`src/rtl/adc_row_readout_pkg.sv`:
```
// Shared types and constants for the row ADC readout block.
package adc_row_readout_pkg;

   localparam int PIX_W           = 8;
   localparam int CONV_CYCLES_DEF = 256;

   typedef enum logic [2:0] {
      ST_IDLE,
      ST_CLEAR,
      ST_CONVERT,
      ST_LATCH,
      ST_STREAM
   } state_t;

   // Index width, kept at least one bit so a single-pixel row still has a port.
   function automatic int idx_width(input int n);
      return (n > 1) ? $clog2(n) : 1;
   endfunction

endpackage

```
`src/rtl/adc_row_readout_if.sv`:
```
// Pixel output stream: valid/ready handshake carrying code, pixel index and end-of-row flag.
interface adc_row_readout_if #(
   parameter int IDX_W = 6
) ();

   logic                                   out_valid;
   logic                                   out_ready;
   logic [adc_row_readout_pkg::PIX_W-1:0]  out_data;
   logic [IDX_W-1:0]                       out_index;
   logic                                   out_last;

   modport master (
      output out_valid,
      output out_data,
      output out_index,
      output out_last,
      input  out_ready
   );

   modport slave (
      input  out_valid,
      input  out_data,
      input  out_index,
      input  out_last,
      output out_ready
   );

endinterface

```
`src/rtl/adc_row_readout_shadow_mux.sv`:
```
// Shadow copy of one row of pixel codes, loaded in a single cycle; read port is combinational
// from the registered index, so a latched row is immune to later ADC activity.
module readout_shadow_mux
   import adc_row_readout_pkg::*;
#(
   parameter int NUM_PIXELS = 50,
   parameter int IDX_W      = 6
) (
   input  logic             clk,
   input  logic             reset,
   input  logic             load,
   input  logic [PIX_W-1:0] din [NUM_PIXELS],
   input  logic [IDX_W-1:0] rd_idx,
   output logic [PIX_W-1:0] rd_data
);

   logic [PIX_W-1:0] shadow [NUM_PIXELS];

   always_ff @(posedge clk) begin
      if (reset) begin
         for (int i = 0; i < NUM_PIXELS; i++) begin
            shadow[i] <= '0;
         end
      end else if (load) begin
         for (int i = 0; i < NUM_PIXELS; i++) begin
            shadow[i] <= din[i];
         end
      end
   end

   assign rd_data = (int'(rd_idx) < NUM_PIXELS) ? shadow[rd_idx] : '0;

endmodule

```
`src/rtl/adc_row_readout.sv`:
```
// Row readout sequencer: clear ADC, wait the conversion window, latch the row, stream codes.
// First code CONV_CYCLES+3 cycles after start is driven; one code per cycle, held while out_ready is low.
module adc_row_readout
   import adc_row_readout_pkg::*;
#(
   parameter int NUM_PIXELS  = 50,
   parameter int CONV_CYCLES = CONV_CYCLES_DEF,
   parameter int IDX_W       = idx_width(NUM_PIXELS)
) (
   input  logic             clk,
   input  logic             reset,
   input  logic             start,
   input  logic [PIX_W-1:0] stored_values [NUM_PIXELS],
   output logic             adc_reset,
   output logic             busy,
   output logic             row_done,
   adc_row_readout_if.master out_if
);

   localparam logic [15:0]      CONV_LAST = 16'(CONV_CYCLES - 1);
   localparam logic [IDX_W-1:0] IDX_LAST  = IDX_W'(NUM_PIXELS - 1);

   state_t           state;
   logic [15:0]      win_cnt;
   logic [IDX_W-1:0] idx;
   logic             out_valid_q;
   logic             out_last_q;
   logic [PIX_W-1:0] rd_data;
   logic             xfer;

   assign xfer = out_valid_q & out_if.out_ready;

   always_ff @(posedge clk) begin
      if (reset) begin
         state       <= ST_IDLE;
         win_cnt     <= '0;
         idx         <= '0;
         out_valid_q <= 1'b0;
         out_last_q  <= 1'b0;
         adc_reset   <= 1'b0;
         busy        <= 1'b0;
         row_done    <= 1'b0;
      end else begin
         adc_reset <= 1'b0;
         row_done  <= 1'b0;
         case (state)
            ST_IDLE: begin
               if (start) begin
                  state     <= ST_CLEAR;
                  adc_reset <= 1'b1;
                  busy      <= 1'b1;
               end
            end
            ST_CLEAR: begin
               state   <= ST_CONVERT;
               win_cnt <= '0;
            end
            ST_CONVERT: begin
               if (win_cnt == CONV_LAST) begin
                  state <= ST_LATCH;
               end else begin
                  win_cnt <= win_cnt + 16'd1;
               end
            end
            ST_LATCH: begin
               state       <= ST_STREAM;
               idx         <= '0;
               out_valid_q <= 1'b1;
               out_last_q  <= (IDX_LAST == '0);
            end
            ST_STREAM: begin
               if (xfer) begin
                  if (out_last_q) begin
                     state       <= ST_IDLE;
                     idx         <= '0;
                     out_valid_q <= 1'b0;
                     out_last_q  <= 1'b0;
                     busy        <= 1'b0;
                     row_done    <= 1'b1;
                  end else begin
                     idx        <= idx + IDX_W'(1);
                     out_last_q <= ((idx + IDX_W'(1)) == IDX_LAST);
                  end
               end
            end
            default: begin
               state <= ST_IDLE;
            end
         endcase
      end
   end

   readout_shadow_mux #(
      .NUM_PIXELS (NUM_PIXELS),
      .IDX_W      (IDX_W)
   ) u_shadow (
      .clk     (clk),
      .reset   (reset),
      .load    (state == ST_LATCH),
      .din     (stored_values),
      .rd_idx  (idx),
      .rd_data (rd_data)
   );

   // Data is forced to zero outside a valid beat so idle outputs stay quiet.
   assign out_if.out_valid = out_valid_q;
   assign out_if.out_data  = out_valid_q ? rd_data : '0;
   assign out_if.out_index = idx;
   assign out_if.out_last  = out_last_q;

endmodule

```
`src/flat_wrapper.sv`:
```
// flat-port wrapper written by rule: the top's interface ports become plain ports
module adc_row_readout_flat import adc_row_readout_pkg::*;
#(
   parameter int NUM_PIXELS  = 50,
   parameter int CONV_CYCLES = CONV_CYCLES_DEF,
   parameter int IDX_W       = idx_width(NUM_PIXELS)
)
  (clk, reset, start, stored_values, adc_reset, busy, row_done, out_if_out_valid, out_if_out_data, out_if_out_index, out_if_out_last, out_if_out_ready);
  adc_row_readout_if #(.IDX_W(IDX_W)) out_if_i ();
  input  logic clk;
  input  logic reset;
  input  logic start;
  input  logic [PIX_W-1:0] stored_values[NUM_PIXELS];
  output logic adc_reset;
  output logic busy;
  output logic row_done;
  output wire logic [$bits(out_if_i.out_valid)-1:0] out_if_out_valid;
  output wire logic [$bits(out_if_i.out_data)-1:0] out_if_out_data;
  output wire logic [$bits(out_if_i.out_index)-1:0] out_if_out_index;
  output wire logic [$bits(out_if_i.out_last)-1:0] out_if_out_last;
  input wire logic [$bits(out_if_i.out_ready)-1:0] out_if_out_ready;
  assign out_if_out_valid = out_if_i.out_valid;
  assign out_if_out_data = out_if_i.out_data;
  assign out_if_out_index = out_if_i.out_index;
  assign out_if_out_last = out_if_i.out_last;
  assign out_if_i.out_ready = out_if_out_ready;
  adc_row_readout #(.NUM_PIXELS(NUM_PIXELS), .CONV_CYCLES(CONV_CYCLES), .IDX_W(IDX_W)) u_core (.clk(clk), .reset(reset), .start(start), .stored_values(stored_values), .adc_reset(adc_reset), .busy(busy), .row_done(row_done), .out_if(out_if_i));
endmodule
```
`config.mk`:
```
export PLATFORM = sky130hd
export DESIGN_NAME = adc_row_readout_flat
export DESIGN_NICKNAME = d
export VERILOG_FILES = /design/src/rtl/adc_row_readout_pkg.sv /design/src/rtl/adc_row_readout_if.sv /design/src/rtl/adc_row_readout_shadow_mux.sv /design/src/rtl/adc_row_readout.sv /design/src/flat_wrapper.sv
export SDC_FILE = /design/constraint.sdc
export NUM_CORES = 1
export LEC_CHECK = 0
export BUFFER_PORTS_ARGS = -buffer_cell sky130_fd_sc_hd__buf_2
export CORE_ASPECT_RATIO = 0.8
export CORE_MARGIN = 8
export CORE_UTILIZATION = 50
export CTS_CLUSTER_SIZE = 30
export DETAILED_ROUTE_END_ITERATION = 6
export PLACE_DENSITY = 0.8
export SKIP_LAST_GASP = 1
export SLEW_MARGIN = 0
export SYNTH_ARGS = -nofsm -noshare
export SYNTH_HDL_FRONTEND = slang
export SYNTH_HIERARCHICAL = 1
export SYNTH_SLANG_ARGS = --single-unit
export TNS_END_PERCENT = 20
```
`constraint.sdc`:
```
create_clock -name clk -period 7 [get_ports clk]
set_input_delay 0.7 -clock clk [delete_from_list [all_inputs] [get_ports clk]]
set_output_delay 0.7 -clock clk [all_outputs]
set_load 0.1 [all_outputs]
```
==> results of run 1 <==
==> path summary, 6_finish.rpt <==
kind                                                               from  depth (start not counted)  slack, ps                                           to
worst max-delay path            u_core/out_if.out_index[1]$_SDFFE_PP0P_                          8       2130                           out_if_out_data[1]
worst min-delay path                                 stored_values[275]                          2        430  u_core/u_shadow/shadow[15][3]$_SDFFCE_PN0P_
worst max register to register             u_core/state[1]$_SDFFE_PP0P_                          3       4080  u_core/u_shadow/shadow[42][6]$_SDFFCE_PP0P_
worst min register to register           u_core/win_cnt[7]$_SDFFE_PP0P_                          2        500               u_core/win_cnt[7]$_SDFFE_PP0P_
==> flip-flops by register name, summed over array words and instances (netlist names) <==
signal	cells
u_core/win_cnt	16
u_core/busy	1
u_core/adc_reset	1
u_core/out_if.out_last	1
u_core/state	3
u_core/out_if.out_valid	1
u_core/u_shadow/shadow	400
u_core/out_if.out_index	6
u_core/row_done	1
==> routing by layer <==
layer / vias to the layer above / routed length (um) / part of all wire, % / global-route usage (%)
met1: 6151 / 22290 / 41 / 30.25
met2: 580 / 25530 / 47 / 35.81
met3: 85 / 5092 / 9.4 / 7.401
met5: - / 64 / 0.12 / 0
met4: 10 / 1195 / 2.2 / 5.906
li1: 5767 / - / - / -
==> cells by family (layout without fill, tap and decap cells) <==
kind of cell,after synthesis,count (layout),share of synthesized area (%)
buffers and inverters,101,512,2.814
AO/OA/AOI/OAI,119,119,4.139
AND/OR/NAND/NOR,538,538,16.58
multiplexers,143,143,12.42
XOR/XNOR,6,6,0.2650
flip-flops,430,430,63.59
other,0,2,0
adder cells (fa/ha/maj),3,3,0.1893
==> critical path, stage by stage (launching register included) <==
cell      delay (ps)
dfxtp_4          770
buf_4            690
or3b_1           650
o22ai_1          270
a311oi_1         100
o21ai_0          250
a2111o_1         130
and2_1           230
buf_2            470
==> layout make-up <==
cell class              count  area share [%]
flip-flops and latches    430           53.74
multi-input cells         809           28.41
repair buffers            430           9.416
clock buffers              60           4.932
well taps                 536           2.855
clock inverters            17          0.5379
inverters                   5         0.07989
diodes                      2         0.02130
==> synthesized netlist by cell type (4+ instances only) <==
master,count
edfxtp_1,400
and2_1,282
nor2b_1,133
mux4_2,60
clkbuf_1,59
mux2i_1,50
dfxtp_1,30
nand2_1,29
a21oi_1,25
o21ai_0,18
buf_2,17
mux2_2,17
nor2_1,17
mux4_1,16
nand3_1,15
or3_1,15
o22ai_1,12
buf_6,11
a22oi_1,8
a211oi_1,7
a221oi_1,7
nor3_1,7
a31oi_1,6
nor3b_1,6
nor4_1,6
a211o_1,4
a311oi_1,4
inv_1,4
nand4_1,4
o211ai_1,4
xnor2_1,4
==> power groups by stage <==
stage	Clock (mW)	Combinational [mW]	Sequential, mW
after floorplan	0	0.162	3.05
after global placement	0	0.348	3.04
after detailed placement	0	0.351	3.04
after CTS	2.16	0.354	2.99
after global routing	2.26	0.379	3.00
final	2.12	0.351	2.99
==> stage by stage <==
step | power (mW) | cell area (sq um) | setup slack, ps
2_1_floorplan | 3.216 | 19830 | 318.4
3_3_place_gp | 3.385 | 22200 | 2770
3_5_place_dp | 3.395 | 22200 | 2778
4_1_cts | 5.503 | 23490 | 2168
5_1_grt | 5.636 | 23490 | 2010
6_report | 5.460 | 23490 | 2127
==> flow_metrics.env, run 1 <==
export IMPL_status="completed"
export IMPL_synthArstFlopShare_pct=0
export IMPL_synth_area_leaders="edfxtp_1 (61%), and2_1 (8.9%), mux4_2 (6.8%), nor2b_1 (4.2%), dfxtp_1 (3.0%)"
export IMPL_timing_fmax_mhz=205.2
export IMPL_critPathMaxFanout=47
export IMPL_finalSetupViolCount=0
export IMPL_grt_pass1_wl_um=80050
export IMPL_report_final_slew_viol_count=0
export IMPL_p_int_mw=4.301
export IMPL_track_usage_pct=22.76
export IMPL_fin_nets=2125
export IMPL_ys_ff_latch=430
export IMPL_criticalPathCategory="reg2out"
export IMPL_slew_headroom_pct=27.75
export IMPL_start_util_pct=50.49
export IMPL_detail_route_antenna_nets=0
export IMPL_cp_end_kind="output port"
export IMPL_syn_avg_cell_area_sq_um=14.80
export IMPL_cts_repair_resized=0
export IMPL_routabilityCongestion=0.8465
export IMPL_drc=0
export IMPL_synthToLayoutAreaGrowth_pct=18.45
export IMPL_worstPathRequired_ps=6300
export IMPL_clockRootBuffer="clkbuf_16"
export IMPL_yosysTopAreaCell="edfxtp_1"
export IMPL_post_cts_buffers=0
export IMPL_p_leak_nw=8.929
export IMPL_crit_arrival_ps=4170
export IMPL_utilization_pct=59.81
export IMPL_grt_overflow=0
export IMPL_fin_crit_sh_pct=69.61
export IMPL_portBuffers=422
export IMPL_multiInputGateArea_sq_um=6675
export IMPL_io_pins=423
export IMPL_first_pass_iters=5
export IMPL_instances_no_fill=2289
export IMPL_die_area_sq_um=46330
export IMPL_final_cell_mix="buf_2 (421), edfxtp_1 (400), and2_1 (282)"
export IMPL_cts_clk_slew_worst_paths_ps=60
export IMPL_ys_dominant_reg_cell="edfxtp_1"
export IMPL_yosys_warnings=6
export IMPL_clock_sinks=430
export IMPL_synth_edf_count=400
export IMPL_cts_buffers=42
export IMPL_nFillCells=3035
export IMPL_worst_pin_slew_ps=1084
export IMPL_route_vias_total=12593
export IMPL_cts_tree="yes"
export IMPL_die_x_um=238.7
export IMPL_final_common_cell="buf_2"
export IMPL_power_share_combinational_pct=6.4
export IMPL_clock_power_share_pct=38.8
export IMPL_finClkSkew_ps=11.04
export IMPL_vias_per_cell=5.502
export IMPL_maxCapViolations=0
export IMPL_syn_inst=1340
export IMPL_regArea_sq_um=12630
export IMPL_cts_max_level=2
export IMPL_seqPwrFrac_pct=54.7
export IMPL_ir_worst_vdd_mv=0.1429
export IMPL_hpwl_um=39490
export IMPL_powerDensity_nw_per_um2=232.4
export IMPL_grt_max_degree=196
export IMPL_finalHoldViolCount=0
export IMPL_drt_total_wl_um=54170
export IMPL_synth_cell_types=68
export IMPL_drive_gt1_share_pct=33.18
export IMPL_routedWlPerCell_um=23.66
export IMPL_tns_ps=0
export IMPL_core_area_sq_um=39280
export IMPL_synth_top_area_share_pct=60.56
export IMPL_worstSetupStartpointType="register"
export IMPL_syn_nets=1747
export IMPL_ys_seq_area_share_pct=63.59
export IMPL_grt_pass1_vias=13076
export IMPL_syn_cell_area_sq_um=19830
export IMPL_dieHeight_um=194.1
export IMPL_clk_path_buf_depth=3
export IMPL_holdWs_ps=430.2
export IMPL_power_switching_mw=1.159
export IMPL_clk_latency_ps=540
export IMPL_antenna_found_initial=7
export IMPL_switching_share_pct=21.23
export IMPL_hold_class="in2reg"
export IMPL_cts_hold_fix_buffers=0
export IMPL_num_rows=65
export IMPL_rsz0062_at_grt="false"
export IMPL_initialDrtViolationCount=1440
export IMPL_layout_min_cycle_time_ps=4873
export IMPL_dp_cells=2210
(Power assumes the default switching activity.)
==> run 2, diff against run 1 <==
Settings changed: CORE_UTILIZATION 50 to 55, PLACE_DENSITY 0.8 to 0.83.
Clock period 7 ns to 4.6 ns, I/O delays scaled along.
==> run 2 against run 1 <==
Non-clock buffer count grew 12. Clock power grew 64%. Clock-buffer cell count fell by 7. Global-route usage up 1.8 points. Power rose by 57%.
==> flow_metrics.env, run 2 (synthesis gave the netlist of run 1 again) <==
export IMPL_status="completed"
export IMPL_drive_gt1_share_pct=33.52
export IMPL_nFillCells=2507
export IMPL_clock_sinks=430
export IMPL_largest_reg_flops=400
export IMPL_finalHoldViolCount=0
export IMPL_tns_ps=0
export IMPL_start_util_pct=55.58
export IMPL_timing_fmax_mhz=230.3
export IMPL_synthToLayoutAreaGrowth_pct=19.63
export IMPL_die_x_um=228.3
export IMPL_cts_repair_resized=0
export IMPL_track_usage_pct=24.52
export IMPL_route_vias_total=12877
export IMPL_grt_max_degree=225
export IMPL_worstPathRequired_ps=4140
export IMPL_drc=0
export IMPL_hold_class="in2reg"
export IMPL_vias_per_cell=5.741
export IMPL_grt_overflow=0
export IMPL_worst_pin_slew_ps=1066
export IMPL_routabilityCongestion=0.8429
export IMPL_maxCapViolations=0
export IMPL_cp_end_kind="output port"
export IMPL_first_pass_iters=5
export IMPL_cts_hold_fix_buffers=0
export IMPL_final_common_cell="buf_2"
export IMPL_hpwl_um=38890
export IMPL_dieHeight_um=185.8
export IMPL_drt_total_wl_um=53660
export IMPL_grt_pass1_wl_um=78500
export IMPL_fin_crit_sh_pct=94.39
export IMPL_antenna_found_initial=3
export IMPL_report_final_slew_viol_count=0
export IMPL_post_cts_buffers=0
export IMPL_grt_pass1_vias=13361
export IMPL_critPathMaxFanout=45
export IMPL_powerDensity_nw_per_um2=360.9
export IMPL_layout_min_cycle_time_ps=4342
export IMPL_clockRootBuffer="clkbuf_16"
export IMPL_crit_arrival_ps=3880
export IMPL_num_rows=62
export IMPL_slew_headroom_pct=28.93
export IMPL_clk_path_buf_depth=3
export IMPL_clk_latency_ps=540
export IMPL_ir_worst_vdd_mv=0.2515
export IMPL_criticalPathCategory="reg2out"
export IMPL_finClkSkew_ps=10.74
export IMPL_cts_max_level=2
export IMPL_multiInputGateArea_sq_um=6675
export IMPL_antenna_cells=0
export IMPL_portBuffers=422
export IMPL_rsz0062_at_grt="false"
export IMPL_routedWlPerCell_um=23.92
export IMPL_fin_nets=2138
export IMPL_cts_buffers=43
export IMPL_regMostFlops="u_core/u_shadow/shadow"
export IMPL_regArea_sq_um=12630
export IMPL_p_leak_nw=9.077
export IMPL_cts_clk_slew_worst_paths_ps=60
export IMPL_worstSetupStartpointType="register"
export IMPL_io_pins=423
export IMPL_final_cell_mix="buf_2 (420), edfxtp_1 (400), and2_1 (282)"
export IMPL_die_area_sq_um=42430
export IMPL_detail_route_antenna_nets=0
export IMPL_core_area_sq_um=35680
export IMPL_finalSetupViolCount=0
export IMPL_initialDrtViolationCount=1305
export IMPL_utilization_pct=66.49
export IMPL_cts_tree="yes"
[run 2: cell count changes in the layout (fill, tap and decap cells not counted), sizes merged]
| cell | before | now |
|---|---|---|
| inv | 6 | 4 |
| diode | 2 | 0 |
| buf | 430 | 442 |
| clkinv | 13 | 20 |
| bufinv | 1 | 5 |
| clkinvlp | 2 | 0 |
| clkbuf | 60 | 53 |
[run 2: cell type report]
class / instances / area share, %
Clock buffer: 53 / 4.873
Clock inverter: 24 / 0.9756
Inverter: 5 / 0.07911
Multi-Input combinational cell: 809 / 28.14
Sequential cell: 430 / 53.22
Tap cell: 480 / 2.531
Timing Repair Buffer: 442 / 10.19
[run 2: per-layer routing]
layer	vias to the layer above	share of wire, %	global-route usage [%]
met1	6250	39	31.75
li1	5792	-	-
met5	-	0.063	0
met4	6	3.5	9.124
met2	714	47	39.43
met3	115	9.8	7.098
[run 2: stage by stage]
stage / worst slack, ps / std cells / area, sq um / hold slack, ps / power (mW)
6_report: 258.2 / 2243 / 23730 / 189.0 / 8.563
3_3_place_gp: 977.0 / 2166 / 22340 / 470.5 / 5.147
2_1_floorplan: 175.2 / 1340 / 19840 / 457.6 / 4.876
4_1_cts: 306.6 / 2243 / 23730 / 164.9 / 8.618
5_1_grt: 59.30 / 2243 / 23730 / 176.1 / 8.821
3_5_place_dp: 927.9 / 2166 / 22340 / 484.8 / 5.170
[run 2: worst paths after layout]
kind	startpoint	to	slack (ps)	cells after the start
max	u_core/out_if.out_index[0]$_SDFFE_PP0P_	out_if_out_data[5]	260	7
min	stored_values[267]	u_core/u_shadow/shadow[16][3]$_SDFFCE_PN0P_	190	2
max reg2reg	u_core/state[1]$_SDFFE_PP0P_	u_core/u_shadow/shadow[27][3]$_SDFFCE_PN0P_	1760	4
min reg2reg	u_core/win_cnt[7]$_SDFFE_PP0P_	u_core/win_cnt[7]$_SDFFE_PP0P_	490	2
[run 2: where the power goes]
| part | internal (mW) | switching (mW) |
|---|---|---|
| registers | 4.48 | 0.0686 |
| clock network | 2.06 | 1.42 |
| logic | 0.256 | 0.285 |
| total | 6.79 | 1.77 |
[run 2: worst max-delay path: stages, from the launching register on]
cell,delay (ps)
dfxtp_4,900
mux4_1,670
o22ai_1,320
a21oi_1,70
a311oi_1,580
o32ai_1,210
and2_1,250
buf_2,300
